$ cat src/rtl/uart_telemetry_scheduler_pkg.sv
// Shared constants and types for the UART command decoder and telemetry scheduler.
package uart_telemetry_scheduler_pkg;

  localparam logic [7:0]  CMD_HDR_BYTE   = 8'h91;
  localparam logic [7:0]  TLM_HDR_BYTE   = 8'h92;
  localparam logic [7:0]  FRAME_END_BYTE = 8'hFF;
  localparam int unsigned CHN_WIDTH      = 3;
  localparam int unsigned SAT_WIDTH      = 13;
  localparam int unsigned TLM_NUM_CHN    = 4;
  localparam int          RPM_SAT_MAX    = 4095;
  localparam int          RPM_SAT_MIN    = -4096;

  typedef enum logic [2:0] {
    ST_IDLE,
    ST_HDR,
    ST_HI,
    ST_LO,
    ST_STAT,
    ST_END
  } tlm_state_e;

  typedef logic [SAT_WIDTH-1:0] rpm_sat_t;

  typedef struct packed {
    rpm_sat_t [TLM_NUM_CHN-1:0] rpm;
    logic     [TLM_NUM_CHN-1:0] stop;
  } tlm_snapshot_t;

  // Clamp a sign-extended rpm value into the 13-bit signed range carried by HI/LO bytes.
  function automatic rpm_sat_t sat_rpm(input logic signed [31:0] value);
    if (value > RPM_SAT_MAX) begin
      return SAT_WIDTH'(RPM_SAT_MAX);
    end else if (value < RPM_SAT_MIN) begin
      return SAT_WIDTH'(RPM_SAT_MIN);
    end
    return value[SAT_WIDTH-1:0];
  endfunction

endpackage

$ cat src/rtl/telemetry_period_timer.sv
// Free-running frame period timer; tick_o is high for one cycle while the count sits at PERIOD_CYCLES-1.
module telemetry_period_timer #(
  parameter int unsigned PERIOD_CYCLES = 5000000
) (
  input  logic clk,
  input  logic rstn,
  input  logic enable_i,
  output logic tick_o
);

  localparam int unsigned          CNT_WIDTH = $clog2(PERIOD_CYCLES);
  localparam logic [CNT_WIDTH-1:0] CNT_LAST  = CNT_WIDTH'(PERIOD_CYCLES - 1);

  logic [CNT_WIDTH-1:0] count_q;
  logic [CNT_WIDTH-1:0] count_d;

  always_comb begin
    count_d = '0;
    if (enable_i && (count_q != CNT_LAST)) begin
      count_d = count_q + CNT_WIDTH'(1);
    end
  end

  // Tick is registered from count_d so it coincides with count_q == CNT_LAST.
  always_ff @(posedge clk or negedge rstn) begin
    if (!rstn) begin
      count_q <= '0;
      tick_o  <= 1'b0;
    end else begin
      count_q <= count_d;
      tick_o  <= (count_d == CNT_LAST);
    end
  end

endmodule

$ cat src/rtl/uart_telemetry_scheduler.sv
// Snapshots four channel rpms plus stop flags each period and streams an 11-byte frame to the UART sender.
module uart_telemetry_scheduler
  import uart_telemetry_scheduler_pkg::*;
#(
  parameter int unsigned DATA_WIDTH    = 16,
  parameter int unsigned NUM_CHN       = 4,
  parameter int unsigned PERIOD_CYCLES = 5000000
) (
  input  logic                         clk,
  input  logic                         rstn,
  input  logic                         enable_i,
  input  logic signed [DATA_WIDTH-1:0] rpm_ch0_i,
  input  logic signed [DATA_WIDTH-1:0] rpm_ch1_i,
  input  logic signed [DATA_WIDTH-1:0] rpm_ch2_i,
  input  logic signed [DATA_WIDTH-1:0] rpm_ch3_i,
  input  logic [3:0]                   stop_i,
  input  logic                         tx_ready_i,
  output logic                         tx_valid_o,
  output logic [7:0]                   tx_data_o,
  output logic                         busy_o,
  output logic                         overrun_o
);

  localparam logic [CHN_WIDTH-1:0] CH_LAST = CHN_WIDTH'(NUM_CHN - 1);

  tlm_state_e           state_q, state_d;
  logic [CHN_WIDTH-1:0] ch_q, ch_d;
  tlm_snapshot_t        snap_q, snap_d;
  logic                 tx_valid_d;
  logic [7:0]           tx_data_d;
  logic                 busy_d;
  logic                 overrun_d;
  logic                 period_tick;
  logic                 xfer_c;

  telemetry_period_timer #(
    .PERIOD_CYCLES(PERIOD_CYCLES)
  ) u_timer (
    .clk     (clk),
    .rstn    (rstn),
    .enable_i(enable_i),
    .tick_o  (period_tick)
  );

  assign xfer_c = tx_valid_o && tx_ready_i;

  // Next state plus the byte for that state, so outputs are registered alongside state_q.
  always_comb begin
    state_d   = state_q;
    ch_d      = ch_q;
    snap_d    = snap_q;
    tx_data_d = '0;
    overrun_d = period_tick && (state_q != ST_IDLE);

    case (state_q)
      ST_IDLE: begin
        if (period_tick) begin
          snap_d.rpm[0] = sat_rpm(32'(rpm_ch0_i));
          snap_d.rpm[1] = sat_rpm(32'(rpm_ch1_i));
          snap_d.rpm[2] = sat_rpm(32'(rpm_ch2_i));
          snap_d.rpm[3] = sat_rpm(32'(rpm_ch3_i));
          snap_d.stop   = stop_i;
          ch_d          = '0;
          state_d       = ST_HDR;
        end
      end
      ST_HDR: if (xfer_c) begin
        ch_d    = '0;
        state_d = ST_HI;
      end
      ST_HI:  if (xfer_c) state_d = ST_LO;
      ST_LO: begin
        if (xfer_c) begin
          if (ch_q == CH_LAST) begin
            state_d = ST_STAT;
          end else begin
            ch_d    = ch_q + CHN_WIDTH'(1);
            state_d = ST_HI;
          end
        end
      end
      ST_STAT: if (xfer_c) state_d = ST_END;
      ST_END:  if (xfer_c) state_d = ST_IDLE;
      default: state_d = ST_IDLE;
    endcase

    case (state_d)
      ST_HDR:  tx_data_d = TLM_HDR_BYTE;
      ST_HI:   tx_data_d = {ch_d, snap_d.rpm[ch_d[1:0]][12:8]};
      ST_LO:   tx_data_d = snap_d.rpm[ch_d[1:0]][7:0];
      ST_STAT: tx_data_d = {4'b0000, snap_d.stop};
      ST_END:  tx_data_d = FRAME_END_BYTE;
      default: tx_data_d = '0;
    endcase

    tx_valid_d = (state_d != ST_IDLE);
    busy_d     = (state_d != ST_IDLE);
  end

  always_ff @(posedge clk or negedge rstn) begin
    if (!rstn) begin
      state_q    <= ST_IDLE;
      ch_q       <= '0;
      snap_q     <= '0;
      tx_valid_o <= 1'b0;
      tx_data_o  <= '0;
      busy_o     <= 1'b0;
      overrun_o  <= 1'b0;
    end else begin
      state_q    <= state_d;
      ch_q       <= ch_d;
      snap_q     <= snap_d;
      tx_valid_o <= tx_valid_d;
      tx_data_o  <= tx_data_d;
      busy_o     <= busy_d;
      overrun_o  <= overrun_d;
    end
  end

endmodule

$ cat config.mk
export PLATFORM = sky130hd
export DESIGN_NAME = uart_telemetry_scheduler
export DESIGN_NICKNAME = d
export VERILOG_FILES = /design/src/rtl/uart_telemetry_scheduler_pkg.sv /design/src/rtl/telemetry_period_timer.sv /design/src/rtl/uart_telemetry_scheduler.sv
export SDC_FILE = /design/constraint.sdc
export NUM_CORES = 1
export LEC_CHECK = 0
export ABC_CLOCK_PERIOD_IN_PS = 3500
export CORE_ASPECT_RATIO = 1.25
export CORE_MARGIN = 5
export CORE_UTILIZATION = 45
export DETAILED_ROUTE_END_ITERATION = 7
export PLACE_DENSITY = 0.66
export SETUP_SLACK_MARGIN = 0.5
export SYNTH_ARGS = -nofsm -noshare
export SYNTH_HDL_FRONTEND = slang
export SYNTH_SLANG_ARGS = --single-unit
$ cat constraint.sdc
create_clock -name clk -period 3.5 [get_ports clk]
set_input_delay 0.875 -clock clk [delete_from_list [all_inputs] [get_ports clk]]
set_output_delay 0.875 -clock clk [all_outputs]
set_load 0.01 [all_outputs]
After elaboration in Yosys (flattened, before gate mapping)
Cells that the tools add are included.
- bits in registers: 96
- input port bits: 72
- output and inout port bits: 11
- word-level logic and storage cells: 89
- add/subtract/negate cells: 2
- order comparisons: 9
- equal/unequal tests: 13
- mux-type cells: 47
- reductions and logical operators: 6
- operator list (kind ; number):
    13-bit two-way mux ; 13
    56-bit two-way mux ; 2
    16-bit by 13-bit > comparator with 1-bit output (second input constant) ; 4
    16-bit by 13-bit less-than comparator with 1-bit output (second input constant) ; 4
    8-bit case mux with 5 select lines ; 1
    3-bit two-way mux ; 11
    13-bit binary-select mux with 2-bit select ; 1
    23-bit by 1-bit adder with 23-bit output (second input constant) ; 1
    23-bit equality test (second input constant) ; 1
    23-bit two-way mux ; 1
    23-bit inequality test (second input constant) ; 1
    3-bit case mux with 6 select lines ; 1
    1-bit two-way mux ; 16
    3-bit by 2-bit equality test with 1-bit output (second input constant) ; 5
    3-bit equality test (second input constant) ; 4
    3-bit case mux with 3 select lines ; 1
    3-bit by 1-bit equality test with 1-bit output (second input constant) ; 2
    3-bit nonzero test ; 2
    3-bit by 1-bit adder with 3-bit output (second input constant) ; 1
    1-bit logical AND ; 3
    3-bit logical NOT ; 1
    2-bit by 3-bit less-than comparator with 1-bit output (second input constant) ; 1

Logic depth before layout (Yosys ltp)
- word-level depth: 11
- gate-level depth with buffers: 10
- mapped depth without buffers: 8

By module
From an unflattened synthesis, not the netlist that was laid out.
- cell total of the unflattened synthesis: 600
- area, all modules: 5341.4 um^2
- modules (own cells, without submodules) (module ; times used ; cells an instance ; area each (um^2) ; sequential area each (um^2)):
    uart_telemetry_scheduler ; 1 ; 457 ; 3956.3 ; 1801.7
    telemetry_period_timer ; 1 ; 143 ; 1385.1 ; 600.6

Least setup slack after synthesis
OpenSTA, ideal clock, no wires.
- path kind: input-to-reg
- start point: input tx_ready_i
- end point: register tx_data_o[3]
- setup time: 126 ps
- data arrival time: 2613 ps
- required time: 3374 ps
- setup slack: 761 ps
- cell stages on the path: 6
- cell sequence: nand3_2 or4_1 a21boi_1 or2_1 mux4_2 a221o_1
- cells in the longest elaborated chain, start to end: 6
- elaborated cells between the ends (all ways): 18
- those cells by class: eq/ne (5); mux (12); reduce/logical (1)
- RTL lines (item ; RTL line ; source):
    start, declared ; uart_telemetry_scheduler.sv:17 ; input logic tx_ready_i,
    1-bit logical AND * ; uart_telemetry_scheduler.sv:45 ; assign xfer_c = tx_valid_o && tx_ready_i;
    3-bit two-way mux (on tied branches) ; uart_telemetry_scheduler.sv:73, uart_telemetry_scheduler.sv:67 ;
    3-bit case mux with 3 select lines * ; uart_telemetry_scheduler.sv:55 ; case (state_q)
    via ch_d[0] ; uart_telemetry_scheduler.sv:27 ; logic [CHN_WIDTH-1:0] ch_q, ch_d;
    13-bit binary-select mux with 2-bit select * ; uart_telemetry_scheduler.sv:89, uart_telemetry_scheduler.sv:90 ;
    13-bit two-way mux (not written as such) * ; uart_telemetry_scheduler.sv:90 ; ST_LO: tx_data_d = snap_d.rpm[ch_d[1:0]][7:0];
    8-bit case mux with 5 select lines * ; uart_telemetry_scheduler.sv:87 ; case (state_d)
    via tx_data_d[3] ; uart_telemetry_scheduler.sv:30 ; logic [7:0] tx_data_d;
    end signal, assigned ; uart_telemetry_scheduler.sv:114 ; tx_data_o <= tx_data_d;
    end, declared ; uart_telemetry_scheduler.sv:19 ; output logic [7:0] tx_data_o,
The timed path passes the listed nets; every way through them passes the cells marked *. The select of a mux whose other input is x is not followed.

==> impl_metrics.py <==
metrics = {
    "clocking": {
        "clock_path_buffers": 2,
        "clk_pin_slew_ns": 0.07,
        "cts_root_buf": "clkbuf_16",
        "cts-htree-levels": 3,
        "clkSinkCount": 96,
        "numCtsBuffers": 9,
        "cts_tree": "done",
        "clock_latency_ns": 0.34,
    },
    "setup_path": {
        "worstSetupStartpointType": "input port",
        "r2r_cells": 6,
        "worst_path_most_repeated_cell": "a21oi_1",
        "cp-end-kind": "flop",
        "critPathMaxStageDelay_ns": 0.49,
        "worstPathRequired_ns": 3.73,
        "critPathTopFamily": "compound AO/OA/AOI/OAI gates",
        "crit_arrival_ns": 3.05,
        "criticalPathCategory": "input port to flop",
        "worst_path_max_delay_cell": "mux4_2",
        "path_buf_inv": 1,
        "cp_num_cells": 7,
        "critPathMaxFanout": 9,
        "reg2reg_to": "tx_data_o[0]",
        "r2r-start": "u_timer.tick_o",
        "reg2reg_slack_ns": 0.73,
        "crit_chain": "clkdlybuf4s50_1 > nor3_1 > nor2_1 > a21oi_1 > a21oi_1 > mux4_2 > a221o_1",
    },
    "floorplan": {
        "initial_core_util": 0.4565,
        "die_h_microns": 128.3,
        "die_x_microns": 104.6,
        "dieArea_sq_um": 13420,
        "num_rows": 43,
        "fp.coreArea_sq_um": 11030,
        "ios": 83,
    },
    "layout": {
        "most-common-layout-cells": "dfrtp_1, clkdlybuf4s50_1, nand2_1, o21ai_0, nor2_1",
        "final_nets": 703,
        "layout-drive-gt1-share": 0.09148,
        "nFillCells": 962,
        "final_common_cell": "dfrtp_1",
        "syn2layout_area_growth_pct": 26.14,
        "insertedDiodeCount": 0,
    },
    "hold_path": {
        "hold_start": "snap_q[25]",
        "hold_class": "flop to flop",
        "holdPathEnd": "snap_q[25]",
        "hold_path_depth": 2,
    },
    "sta": {
        "period_needed_ns": 2.824,
        "finalCritPeriodShare": 0.8068,
        "finClkSkew_ns": 0.007783,
        "worstMarginPinSlew_ns": 0.9674,
        "rsz0062_at_grt": "no",
        "tns_ns": 0,
        "fmax_mhz": 354.2,
        "hold_slack_ns": 0.4745,
        "hold_violations": 0,
        "relSlewSlack": 0.3551,
        "drv_slew": 0,
        "finalSetupViolations": 0,
    },
    "synth": {
        "synth_top_family_by_area": "compound AO/OA/AOI/OAI gates",
        "synth_xor_area_frac": 0.03827,
        "synth-compound-area-share": 0.2078,
        "synthCells": 542,
        "ys_types": 65,
        "yosysSeqAreaShare": 0.4771,
        "synth_top_area_frac": 0.4771,
        "yosys_warnings": 0,
        "syn-num-nets": 616,
        "synthAdderAreaFrac": 0.004970,
        "netlist_area_sq_um": 5035,
        "ys_ff_latch": 96,
        "yosys.area_share.simple": 0.1993,
        "synth_area_leader_cell": "dfrtp_1",
        "synthMuxAreaShare": 0.03902,
        "synth_edf_count": 0,
        "synth_ff_type": "dfrtp_1",
        "ys_top_cells_by_area": "dfrtp_1, nand2_1, o21ai_0",
        "synth.avg_cell_area_sq_um": 9.289,
        "ys_async_sr_fraction": 1.000,
    },
    "routing": {
        "drt_iter0_drc": 257,
        "wire_per_inst_microns": 18.35,
        "vias_per_cell": 5.684,
        "dr_total_vias": 4371,
        "ant_nets": 0,
        "totalWireLength_mm": 14.11,
        "drc": 0,
        "first_pass_iters": 5,
    },
    "place": {
        "gp_congestion": 0.8924,
        "port_buffers": 82,
        "dp_hpwl_mm": 10.58,
    },
    "grt": {
        "grt_usage": 0.2108,
        "grt_max_degree": 49,
        "first_global_vias": 4446,
        "grt_overflow_total": 0,
        "grt_pass1_wl_mm": 22.75,
        "antenna_found_initial": 0,
    },
    "power_and_ir_drop": {
        "leakagePower_nw": 2.647,
        "powerDensity_nw_per_um2": 525.6,
        "irDropWorstVdd_mv": 0.2880,
    },
    "run": {
        "cap_violations": 0,
    },
    "run_status": {
        "outcome": "complete, no violations",
    },
}
==> sequential cells by signal, summed over array words and instances (netlist names) <==
| name | cells |
|---|---|
| busy_o | 1 |
| state_q | 3 |
| u_timer.count_q | 23 |
| u_timer.tick_o | 1 |
| snap_q | 56 |
| overrun_o | 1 |
| ch_q | 3 |
| tx_data_o | 8 |
==> synth_stat cells (5+ instances only) <==
| library cell | number |
|---|---|
| a22o_1 | 9 |
| or3_1 | 6 |
| xor2_1 | 11 |
| nor4_1 | 6 |
| o211ai_1 | 14 |
| nand3_1 | 18 |
| clkbuf_1 | 18 |
| o21ai_0 | 51 |
| nand2_1 | 73 |
| mux2i_1 | 14 |
| inv_1 | 10 |
| o21bai_1 | 15 |
| and2_1 | 5 |
| a21oi_1 | 30 |
| dfrtp_1 | 96 |
| nand4_1 | 9 |
| nor3_1 | 9 |
| nand2b_1 | 9 |
| nor2_1 | 44 |
| xnor2_1 | 11 |
==> worst max path at each step <==
stage | startpoint | to | slack [ns]
2_1_floorplan | tx_ready_i | tx_data_o[3] | 0.76
3_3_place_gp | tx_ready_i | tx_data_o[3] | 0.14
3_5_place_dp | tx_ready_i | tx_data_o[3] | 0.08
4_1_cts | rpm_ch0_i[14] | tx_data_o[3] | 0.66
5_1_grt | rpm_ch0_i[14] | tx_data_o[1] | 0.51
6_report | rpm_ch0_i[14] | tx_data_o[3] | 0.68
==> layer usage <==
metal  GRT usage  vias up  wire [microns]
met3     0.04484       16             691
met2      0.3655      133            7136
li1            -     2117               -
met5           0        -               0
met4     0.05041        0             164
met1      0.2707     2105            6117
==> cell families after synthesis <==
| logic type | count (synthesis) |
|---|---|
| xor gates and xnor gates | 22 |
| buffers and inverters | 37 |
| adders and majority gates | 2 |
| muxes | 18 |
| DFF | 96 |
| and+or+nand+nor | 206 |
| AOI/OAI and AO/OA | 161 |
==> metrics by stage <==
| stage | worst slack [ns] | total power, W | std cells | area (sq um) | util |
|---|---|---|---|---|---|
| global route | 0.5128 | 0.003516 | 769 | 6351 | 0.5758 |
| floorplan | 0.7614 | 0.001932 | 542 | 5035 | - |
| global placement | 0.1431 | 0.002365 | 752 | 6060 | 0.5494 |
| detailed placement | 0.07598 | 0.002389 | 752 | 6060 | 0.5494 |
| finish | 0.6764 | 0.003338 | 769 | 6351 | 0.5758 |
| CTS | 0.6553 | 0.003354 | 769 | 6351 | 0.5758 |
==> report_power, final <==
group | internal, W | leakage, nW | switching (W) | total [W]
sequential | 0.00120 | 1.10 | 0.0000536 | 0.00126
clock | 0.000508 | 0.137 | 0.000438 | 0.000946
combinational | 0.000517 | 1.41 | 0.000619 | 0.00114
==> worst register-to-register path, stage by stage, from the launching register on <==
cell      delay (ns)
dfrtp_1         0.47
or4b_2          0.82
a21oi_1         0.65
a22o_1          0.30
mux2i_1         0.09
o221a_2         0.27
o221ai_1        0.08
==> what timing repair did <==
item	CTS	global route
setup buffers	1	0
hold buffers	0	0
endpoints found under the hold margin	0	0
resized for setup	2	0
endpoints found under the setup margin	1	0
==> area by class of cell <==
| cell class | count | area, sq um | area share |
|---|---|---|---|
| clock inverters | 5 | 38.79 | 0.006107 |
| well taps | 135 | 168.9 | 0.02660 |
| multi-input cells | 409 | 2490 | 0.3920 |
| repair buffers | 102 | 967.2 | 0.1523 |
| inverters | 11 | 41.29 | 0.006501 |
| clock buffers | 11 | 242.7 | 0.03822 |
| flip-flops and latches | 96 | 2402 | 0.3783 |
Power figures use the tool's default switching activity.
